### config.mk
export PLATFORM = sky130hd
export DESIGN_NAME = mem_arbiter
export DESIGN_NICKNAME = d
export VERILOG_FILES = /design/src/rtl/mem_arbiter.sv
export SDC_FILE = /design/constraint.sdc
export NUM_CORES = 1
export LEC_CHECK = 0
export ABC_AREA = 1
export BUFFER_PORTS_ARGS = -buffer_cell sky130_fd_sc_hd__buf_4
export CAP_MARGIN = 30
export CORE_AREA = 8 8 160 162
export DETAILED_ROUTE_END_ITERATION = 10
export DIE_AREA = 0 0 168 170
export MAX_ROUTING_LAYER = met4
export PLACE_DENSITY = 0.52
export SLEW_MARGIN = 10
export SYNTH_ARGS = -nofsm -noshare
export SYNTH_HDL_FRONTEND = slang
export SYNTH_SLANG_ARGS = --single-unit
export TNS_END_PERCENT = 50
### constraint.sdc
create_clock -name clk -period 2.3 [get_ports clk]
set_clock_uncertainty 0.1 [all_clocks]
set_input_delay 0.575 -clock clk [delete_from_list [all_inputs] [get_ports clk]]
set_output_delay 0.575 -clock clk [all_outputs]
set_load 0.05 [all_outputs]
### src/rtl/mem_arbiter.sv
// Two-master arbiter for the single-port data RAM.
// M0 (core load/store) has default priority. M1 (debug/DMA) is protected by a
// starvation counter and may lock the port for a bounded burst.
// Read data returns one cycle after the granted read command.
module mem_arbiter #(
  parameter int ADDR_W       = 12,
  parameter int DATA_W       = 64,
  parameter int STARVE_LIMIT = 4,
  parameter int MAX_BURST    = 8
) (
  input  logic              clk,
  input  logic              rst,
  input  logic              m0_req,
  input  logic              m0_we,
  input  logic [ADDR_W-1:0] m0_addr,
  input  logic [DATA_W-1:0] m0_wdata,
  output logic              m0_gnt,
  output logic              m0_rvalid,
  output logic [DATA_W-1:0] m0_rdata,
  input  logic              m1_req,
  input  logic              m1_we,
  input  logic [ADDR_W-1:0] m1_addr,
  input  logic [DATA_W-1:0] m1_wdata,
  input  logic              m1_lock,
  output logic              m1_gnt,
  output logic              m1_rvalid,
  output logic [DATA_W-1:0] m1_rdata,
  output logic              ram_en,
  output logic              ram_we,
  output logic [ADDR_W-1:0] ram_addr,
  output logic [DATA_W-1:0] ram_wdata,
  input  logic [DATA_W-1:0] ram_rdata,
  output logic              core_stall
);

  localparam logic [0:0] IDLE  = 1'b0;  // M0 priority
  localparam logic [0:0] LOCK1 = 1'b1;  // M1 owns the port

  localparam logic [3:0] STARVE_MAX = 4'(STARVE_LIMIT);
  localparam logic [7:0] BURST_MAX  = 8'(MAX_BURST);
  localparam bit         BURST_EN   = (MAX_BURST > 1);

  logic [0:0] state;
  logic [3:0] starve_cnt;
  logic [7:0] beat_cnt;
  logic [7:0] beat_inc;

  assign beat_inc = beat_cnt + 8'd1;

  // Grant selection: in LOCK1 only M1 may win; in IDLE M1 wins when alone or starved
  always_comb begin
    m0_gnt = 1'b0;
    m1_gnt = 1'b0;
    if (state == LOCK1) begin
      m1_gnt = m1_req;
    end else begin
      m1_gnt = m1_req && (!m0_req || (starve_cnt == STARVE_MAX));
      m0_gnt = m0_req && !m1_gnt;
    end
  end

  // RAM command mux; idle bus is driven to zero so the RAM sees a clean strobe
  always_comb begin
    ram_en    = 1'b0;
    ram_we    = 1'b0;
    ram_addr  = '0;
    ram_wdata = '0;
    if (m0_gnt) begin
      ram_en    = 1'b1;
      ram_we    = m0_we;
      ram_addr  = m0_addr;
      ram_wdata = m0_wdata;
    end else if (m1_gnt) begin
      ram_en    = 1'b1;
      ram_we    = m1_we;
      ram_addr  = m1_addr;
      ram_wdata = m1_wdata;
    end
  end

  assign core_stall = m0_req && !m0_gnt;
  assign m0_rdata   = m0_rvalid ? ram_rdata : '0;
  assign m1_rdata   = m1_rvalid ? ram_rdata : '0;

  // Read-response tracking, starvation counter and burst-lock state
  always_ff @(posedge clk) begin
    if (rst) begin
      state      <= IDLE;
      starve_cnt <= '0;
      beat_cnt   <= '0;
      m0_rvalid  <= 1'b0;
      m1_rvalid  <= 1'b0;
    end else begin
      m0_rvalid <= m0_gnt && !m0_we;
      m1_rvalid <= m1_gnt && !m1_we;

      if (!m1_req || m1_gnt)
        starve_cnt <= '0;
      else if (starve_cnt != STARVE_MAX)
        starve_cnt <= starve_cnt + 4'd1;

      case (state)
        IDLE: begin
          if (m1_gnt && m1_lock && BURST_EN) begin
            state    <= LOCK1;
            beat_cnt <= 8'd1;
          end
        end
        default: begin
          // Leave the burst when M1 goes quiet, drops lock, or uses its last beat
          if (!m1_req || !m1_lock || (m1_gnt && (beat_inc == BURST_MAX))) begin
            state    <= IDLE;
            beat_cnt <= '0;
          end else if (m1_gnt && (beat_cnt != 8'hFF)) begin
            beat_cnt <= beat_inc;
          end
        end
      endcase
    end
  end

endmodule

Word level (Yosys, flattened, before mapping):

Cells that the tools add are included.

* output and inout port bits: 211
* bits in registers: 15
* bits of input ports: 223

* muxes and demuxes: 19
* reductions and logical operators: 22
* add/subtract/negate cells: 2
* eq/ne operators: 5

Operators by type and width (number)
* 64-bit two-way mux: 4
* 8-bit two-way mux: 4
* 12-bit two-way mux: 2
* 1-bit two-way mux: 9
* 8-bit by 1-bit adder with 8-bit output (second input constant): 1
* 8-bit by 4-bit == test with 1-bit output (second input constant): 1
* 1-bit logical AND: 8
* 8-bit != test (second input constant): 1
* 1-bit zero test: 7
* 4-bit by 1-bit adder with 4-bit output (second input constant): 1
* 4-bit by 3-bit == test with 1-bit output (second input constant): 1
* 1-bit logical OR: 4
* 4-bit by 3-bit != test with 1-bit output (second input constant): 1
* 3-bit by 1-bit != test with 1-bit output (second input constant): 1
* 2-bit AND reduction: 1
* 2-bit nonzero test: 1
* 2-bit OR reduction: 1

Depth between registers and ports, before layout:

Gate-level depths: netlist of the first run.

* depth after elaboration: 8
* depth in mapped cells: 14
* mapped depth without buffers: 13

Least setup slack after synthesis of the first run:

Ideal clock, no wire load.

* path kind: register to output
* from: register starve_cnt[0]
* to: output ram_wdata[56]
* data arrival time: 2.183 ns
* setup slack: -0.558 ns
* cell stages (with the launch flop): 12
* buffers on the path: 1
* cell sequence: dfxtp_1 > inv_1 > ha_1 > nand2_1 > inv_2 > nand2_2 > inv_2 > nand2_1 > nand2_1 > inv_2 > clkbuf_1 > a22o_1

* cells in the longest elaborated chain, start to end: 7
* elaborated cells on any way between the ends: 9

RTL lines
* start, declared: line 44 `logic [3:0] starve_cnt;`
* start signal, assigned: line 100 `starve_cnt <= starve_cnt + 4'd1;`
* 4-bit by 3-bit == test with 1-bit output: line 57 `m1_gnt = m1_req && (!m0_req || (starve_cnt == STARVE_MAX));`
* 1-bit logical OR: line 57
* 1-bit logical AND: line 57
* 1-bit zero test: line 58 `m0_gnt = m0_req && !m1_gnt;`
* 1-bit logical AND: line 58
* 1-bit two-way mux: line 54 `if (state == LOCK1) begin`
* net m0_gnt: line 17 `output logic m0_gnt,`
* 64-bit two-way mux: line 68 `if (m0_gnt) begin`
* end, declared: line 31 `output logic [DATA_W-1:0] ram_wdata,`

The timed path passes the listed nets, and every way through them passes these cells.

Worst setup path after layout of the first run:

* from: register starve_cnt[0]
* to: output ram_wdata[9]

* cells in the longest elaborated chain, start to end: 7
* elaborated cells on any way between the ends: 9

RTL lines (line)
* 4-bit by 3-bit == test with 1-bit output (*): 57
* 1-bit logical OR (*): 57
* 1-bit logical AND (*): 57
* 1-bit zero test: 58
* 1-bit logical AND: 58
* 1-bit two-way mux: 54
* 64-bit two-way mux (*): 68

Every way passes the cells marked *; elsewhere a longest branch is shown, timed or not.

==> run metrics, run 1 <==
CTS tree built; fraction of registers with async set/reset 0; failing checks setup timing; non-filler cells, final 1245; Port Buffers 433; antenna violations before repair 0; Setup TNS Final -13.80 ns; clock buffer depth 2; Post-Syn Area 0.002719 mm2; clock share of power 0.128; Crit path buffers/inverters 7; Yosys warning total 0; Max IR drop VDD 0.2481 mV; P_leak 4.813 nW; DRC 0; Placed Instances 1223; Slew Viols, Final 0; layout filler cell count 2495; largest net degree at the start of global routing 66; I/O Pins 434; Power Total 0.002645 W; post-place setup slack -0.2843 ns; register area 305.3 um2; Seq pwr share 0.113; area leader, netlist a22o_1; Commonest cells post-synth nand2_1, inv_1, a22o_1; NetSw 0.001260 W; RSZ-0062 raised after global routing true; Syn Inst Count 507; crit path max-delay cell type dfxtp_2; CP Capture Type output pin; prevailing post-synth register cell dfxtp_1; Synth Register Bits 15; Yosys cell types 29; top-area cell type share of the netlist area 0.2448; Post-synth EDFFs 0; core area 0.02305 mm2; Clk Latency, worst-skew pair 0.24 ns; CP Cell Sequence inv_2 -> ha_4 -> nand2_2 -> inv_2 -> nand2_4 -> inv_2 -> nand2_2 -> nand2_4 -> buf_12 -> inv_8 -> buf_12 -> a22o_1 -> buf_6; Layout Nets 1182; final instance area 0.007543 mm2; first-pass GRT wire length 31420 um; Net Sw Frac 0.4766; chip height 170 um; wire per inst 17.68 um; CTS Buf Count 3; Worst setup SP type register; Hold WC Path Type primary input to register; CP dominant cell by count inv_2; ranking of synthesized cells by area a22o_1, nand2_1, inv_1; Slew @ Worst Pin 0.5191 ns; Seq/Total Area, Yosys 0.1104; syn_nets 733; share of cells above drive strength 1 0.5717; outcome complete, but fails checks; fmax 395.2 MHz; Worst Path Max Fanout 17; Final min period 2.531 ns; CP max stage delay 0.33 ns; Routed WL 22020 um; Remaining Overflow, GRT 0; Pint 0.001384 W; most numerous cell in the Yosys netlist nand2_1; starting DRC count in detailed routing 273; Antenna diodes 0; Pre-Repair DR Iteration Count 4; site row count 56; Placed Area 0.006653 mm2; Die Wd 168 um; period utilization 1.100; vias per inst 4.018; Tot GR Track Use 0.1443; pwr dens 350.6 mW/mm2; vias in the first global route 5253; die area 0.02856 mm2; H-tree depth 1; Starting Density 0.1179; Worst EP arrival 1.86 ns; Post-DP HPWL 18440 um; Hold Vio Cnt, Final 0; Final WS setup -0.2306 ns; Root Buffer clkbuf_16; final setup vio count 81; P&R area growth vs syn 177.5%; relative slew slack 0.6539; min-delay src m1_we; Logic pwr share 0.759; Largest delay share family, worst path buffers and inverters; Max-Cap Viols 0; critical path launch point starve_cnt[0]$_SDFFE_PP0N_; vias post-DR 5003; GPL Wtd Cong 0.9449; Worst-path clk slew 0.05 ns; clk sinks 15; required time of the critical path 1.62 ns; Crit Path Category register to output pin; Reg-to-Reg Start starve_cnt[0]$_SDFFE_PP0N_; footprint of the multi-input gates 0.001999 mm2; syn_area_per_cell 5.363 um2; Post-DRT Antenna Nets 0
[cell type report]
type / instances / area share
Sequential cell: 15 / 0.04047
Inverter: 147 / 0.07381
Multi-Input combinational cell: 312 / 0.2651
Timing Repair Buffer: 476 / 0.5606
Clock buffer: 4 / 0.01045
Tap cell: 290 / 0.04810
Timing Repair inverter: 1 / 0.001493
[layer usage]
metal	up-vias	track usage	wire length, um	part of all wire
met5	-	-	0	0
met4	0	0.02407	326	0.015
met3	18	0.04449	2014	0.091
met2	293	0.2594	11230	0.51
met1	2239	0.1565	8441	0.38
li1	2453	-	-	-
[per-stage QoR]
stage               hold slack, ns    util
floorplan                   0.3173       -
global placement            0.3988  0.2886
detailed placement          0.4007  0.2886
CTS                         0.3924  0.3224
global route                0.3933  0.3272
finish                      0.3974  0.3272
[power by group through the flow]
stage          Combinational (W)  Sequential, W  Clock (W)
5_1_grt                  0.00210       0.000300   0.000361
2_1_floorplan            0.00101       0.000301          0
6_report                 0.00201       0.000298   0.000339
3_5_place_dp             0.00176       0.000301          0
3_3_place_gp             0.00176       0.000301          0
4_1_cts                  0.00199       0.000297   0.000348
[timing repair]
item | CTS | global route
setup endpoints to repair | 81 | 81
cloned | 7 | 1
gates resized for setup | 121 | 16
setup buffers | 8 | 3
pin swaps | 4 | 2
hold buffers | 0 | 0
[final timing paths]
path                                                    to  slack [ns]  cells past startpoint
worst max-delay path                          ram_wdata[9]       -0.23                     13
worst min-delay path                  m1_rvalid$_SDFF_PP0_        0.40                      2
worst max register to register    beat_cnt[4]$_SDFFE_PP0P_        0.35                     14
worst min register to register  starve_cnt[0]$_SDFFE_PP0N_        0.40                      2
[flip-flops by register name, indices dropped and copies added (netlist names)]
| register | cells |
|---|---|
| m0_rvalid | 1 |
| m1_rvalid | 1 |
| starve_cnt | 4 |
| state | 1 |
| beat_cnt | 8 |
[layout by cell type, fill, tap and decap left out, types with 3 or more instances in the layout]
cell       instances
nand2_1          158
buf_6             72
buf_16             3
inv_1            138
nor2_1            17
buf_8             16
a21oi_1           10
buf_4            371
a22o_2            12
dfxtp_2            4
nand3_2            3
o21ai_0            3
a22o_1            41
nand4_1            8
clkbuf_16          4
buf_12            11
dfxtp_1           11
a22o_4            23
nand2_2            5
nor2_4             3
inv_2              6
nand3_1           12
[kinds of logic (layout without fill, tap and decap cells)]
family,after synthesis,after routing,share of synthesized area
AOI/OAI and AO/OA,94,94,0.2835
xor gates and xnor gates,1,1,0.003222
adders and majority gates,3,3,0.01381
buffers and inverters,180,628,0.2540
DFF,15,15,0.1104
and+or+nand+nor,214,214,0.3350
Power figures use the tool's default switching activity.
==> run 2: changes to the inputs <==
- CORE_AREA: 8 8 160 162 -> 8 8 162 164
- CTS_BUF_LIST: unset -> sky130_fd_sc_hd__clkbuf_4 sky130_fd_sc_hd__clkbuf_8
- DIE_AREA: 0 0 168 170 -> 0 0 170 172
- MAX_ROUTING_LAYER: met4 -> unset
==> run metrics, run 2 (synthesis results as in run 1) <==
outcome complete, but fails checks; failing checks setup timing; antenna violations before repair 3; pwr dens 330.9 mW/mm2; Port Buffers 433; I/O Pins 434; Largest Register beat_cnt; Post-DRT Antenna Nets 0; Root Buffer clkbuf_8; vias in the first global route 5227; NetSw 0.001233 W; Crit path buffers/inverters 5; CP dominant cell by count inv_2; relative slew slack 0.7307; Power Total 0.002466 W; FF-to-FF path depth 10; Hold Buf Count CTS 0; CP max stage delay 0.32 ns; CP Capture Type output pin; final core occ 0.3128; Pre-Repair DR Iteration Count 4; register area 305.3 um2; site row count 57; core area 0.02382 mm2; crit path max-delay cell type dfxtp_2; layout filler cell count 2659; share of cells above drive strength 1 0.5726; P&R area growth vs syn 174.1%; Antenna diodes 0; Layout Nets 1184; CP Cell Sequence inv_2 -> ha_4 -> nand2_2 -> inv_2 -> nand2_4 -> a21boi_4 -> buf_12 -> buf_16 -> a22o_1 -> buf_6; CTS tree built; RR Endpoint beat_cnt[6]$_SDFFE_PP0P_; fmax 392.2 MHz; chip height 172 um; Max-Cap Viols 0; Largest delay share family, worst path buffers and inverters; Levels on crit path 10; post-place setup slack -0.2648 ns; Slew @ Worst Pin 0.4040 ns; Hold Vio Cnt, Final 0; Slew Viols, Final 0; commonest non-fill, non-tap cells in the layout buf_4, nand2_1, inv_1; final setup vio count 79; Reg-to-Reg Start beat_cnt[0]$_SDFFE_PP0P_; final instance area 0.007452 mm2; slack of the worst reg-to-reg path 0.35 ns; wire per inst 17.30 um; Net Sw Frac 0.5000; max reg flops 8; Worst EP arrival 1.87 ns; Starting Density 0.1141; Placed Area 0.006760 mm2; Pint 0.001233 W; commonest non-fill, non-tap cell in the layout buf_4; Largest regs beat_cnt x8, starve_cnt x4; clk sinks 15; critical path launch point starve_cnt[0]$_SDFFE_PP0N_; hold depth 2; Seq pwr share 0.123; Max IR drop VDD 0.1905 mV; Hold WC Path Type primary input to register; DRC 0; GPL Wtd Cong 0.8644; crit path to ram_wdata[6]; hold_ws 0.3855 ns; Tot GR Track Use 0.1314; Final WS setup -0.2494 ns; clock share of power 0.089; H-tree depth 1; Final min period 2.549 ns; Crit Path Category register to output pin; vias post-DR 5003; footprint of the multi-input gates 0.001982 mm2; Worst-path clk slew 0.07 ns; Worst setup SP type register; required time of the critical path 1.62 ns; Clk Latency, worst-skew pair 0.25 ns; starting DRC count in detailed routing 182; Logic pwr share 0.788; largest net degree at the start of global routing 35; Routed WL 22170 um; RSZ-0062 raised after global routing true; Die Wd 170 um; period utilization 1.108; Post-DP HPWL 18350 um; vias per inst 3.906; die area 0.02924 mm2; clock buffer depth 2; CTS Buf Count 3; Worst Path Max Fanout 21; first-pass GRT wire length 29940 um; P_leak 4.765 nW; Remaining Overflow, GRT 0
[run 2: power by group through the flow]
stage	Sequential, W	Clock [W]	Combinational [W]
after floorplan	0.000301	0	0.00101
after global placement	0.000309	0	0.00174
after detailed placement	0.000309	0	0.00174
after CTS	0.000304	0.000231	0.00191
after global routing	0.000307	0.000247	0.00204
final	0.000304	0.000219	0.00194
[run 2: how the worst min path moves through the flow]
stage / from / to / slack, ns
2_1_floorplan: starve_cnt[0]$_SDFFE_PP0N_ / starve_cnt[0]$_SDFFE_PP0N_ / 0.32
3_3_place_gp: starve_cnt[0]$_SDFFE_PP0N_ / starve_cnt[0]$_SDFFE_PP0N_ / 0.40
3_5_place_dp: starve_cnt[0]$_SDFFE_PP0N_ / starve_cnt[0]$_SDFFE_PP0N_ / 0.41
4_1_cts: m1_we / m1_rvalid$_SDFF_PP0_ / 0.38
5_1_grt: m1_we / m1_rvalid$_SDFF_PP0_ / 0.38
6_report: m1_we / m1_rvalid$_SDFF_PP0_ / 0.39
[run 2: per-stage QoR]
step	instances	setup TNS, ns
finish	1281	-16.11
global route	1281	-24.21
CTS	1277	-16.05
detailed placement	1264	-16.90
global placement	1264	-17.00
floorplan	507	-4.691
[run 2: routing by layer]
metal	track usage	vias to the layer above	share of wire
li1	-	2461	-
met1	0.1472	2209	0.39
met2	0.2229	299	0.47
met3	0.06644	28	0.13
met4	0.02403	6	0.012
met5	0	-	0.0018
[run 2: cell type report]
class | count | area share
inverter | 147 | 0.07572
tap | 324 | 0.05440
clock inverter | 1 | 0.0006716
clock buffer | 3 | 0.005541
timing repair buffer | 479 | 0.5567
multi-input combinational | 312 | 0.2660
sequential | 15 | 0.04097
[run 2: what timing repair did]
item                                    in CTS  in global routing
gates resized for setup                    103                 20
cloned                                       3                  3
buffers inserted                             6                  3
pin swaps                                    9                 10
endpoints found under the setup margin      81                 81
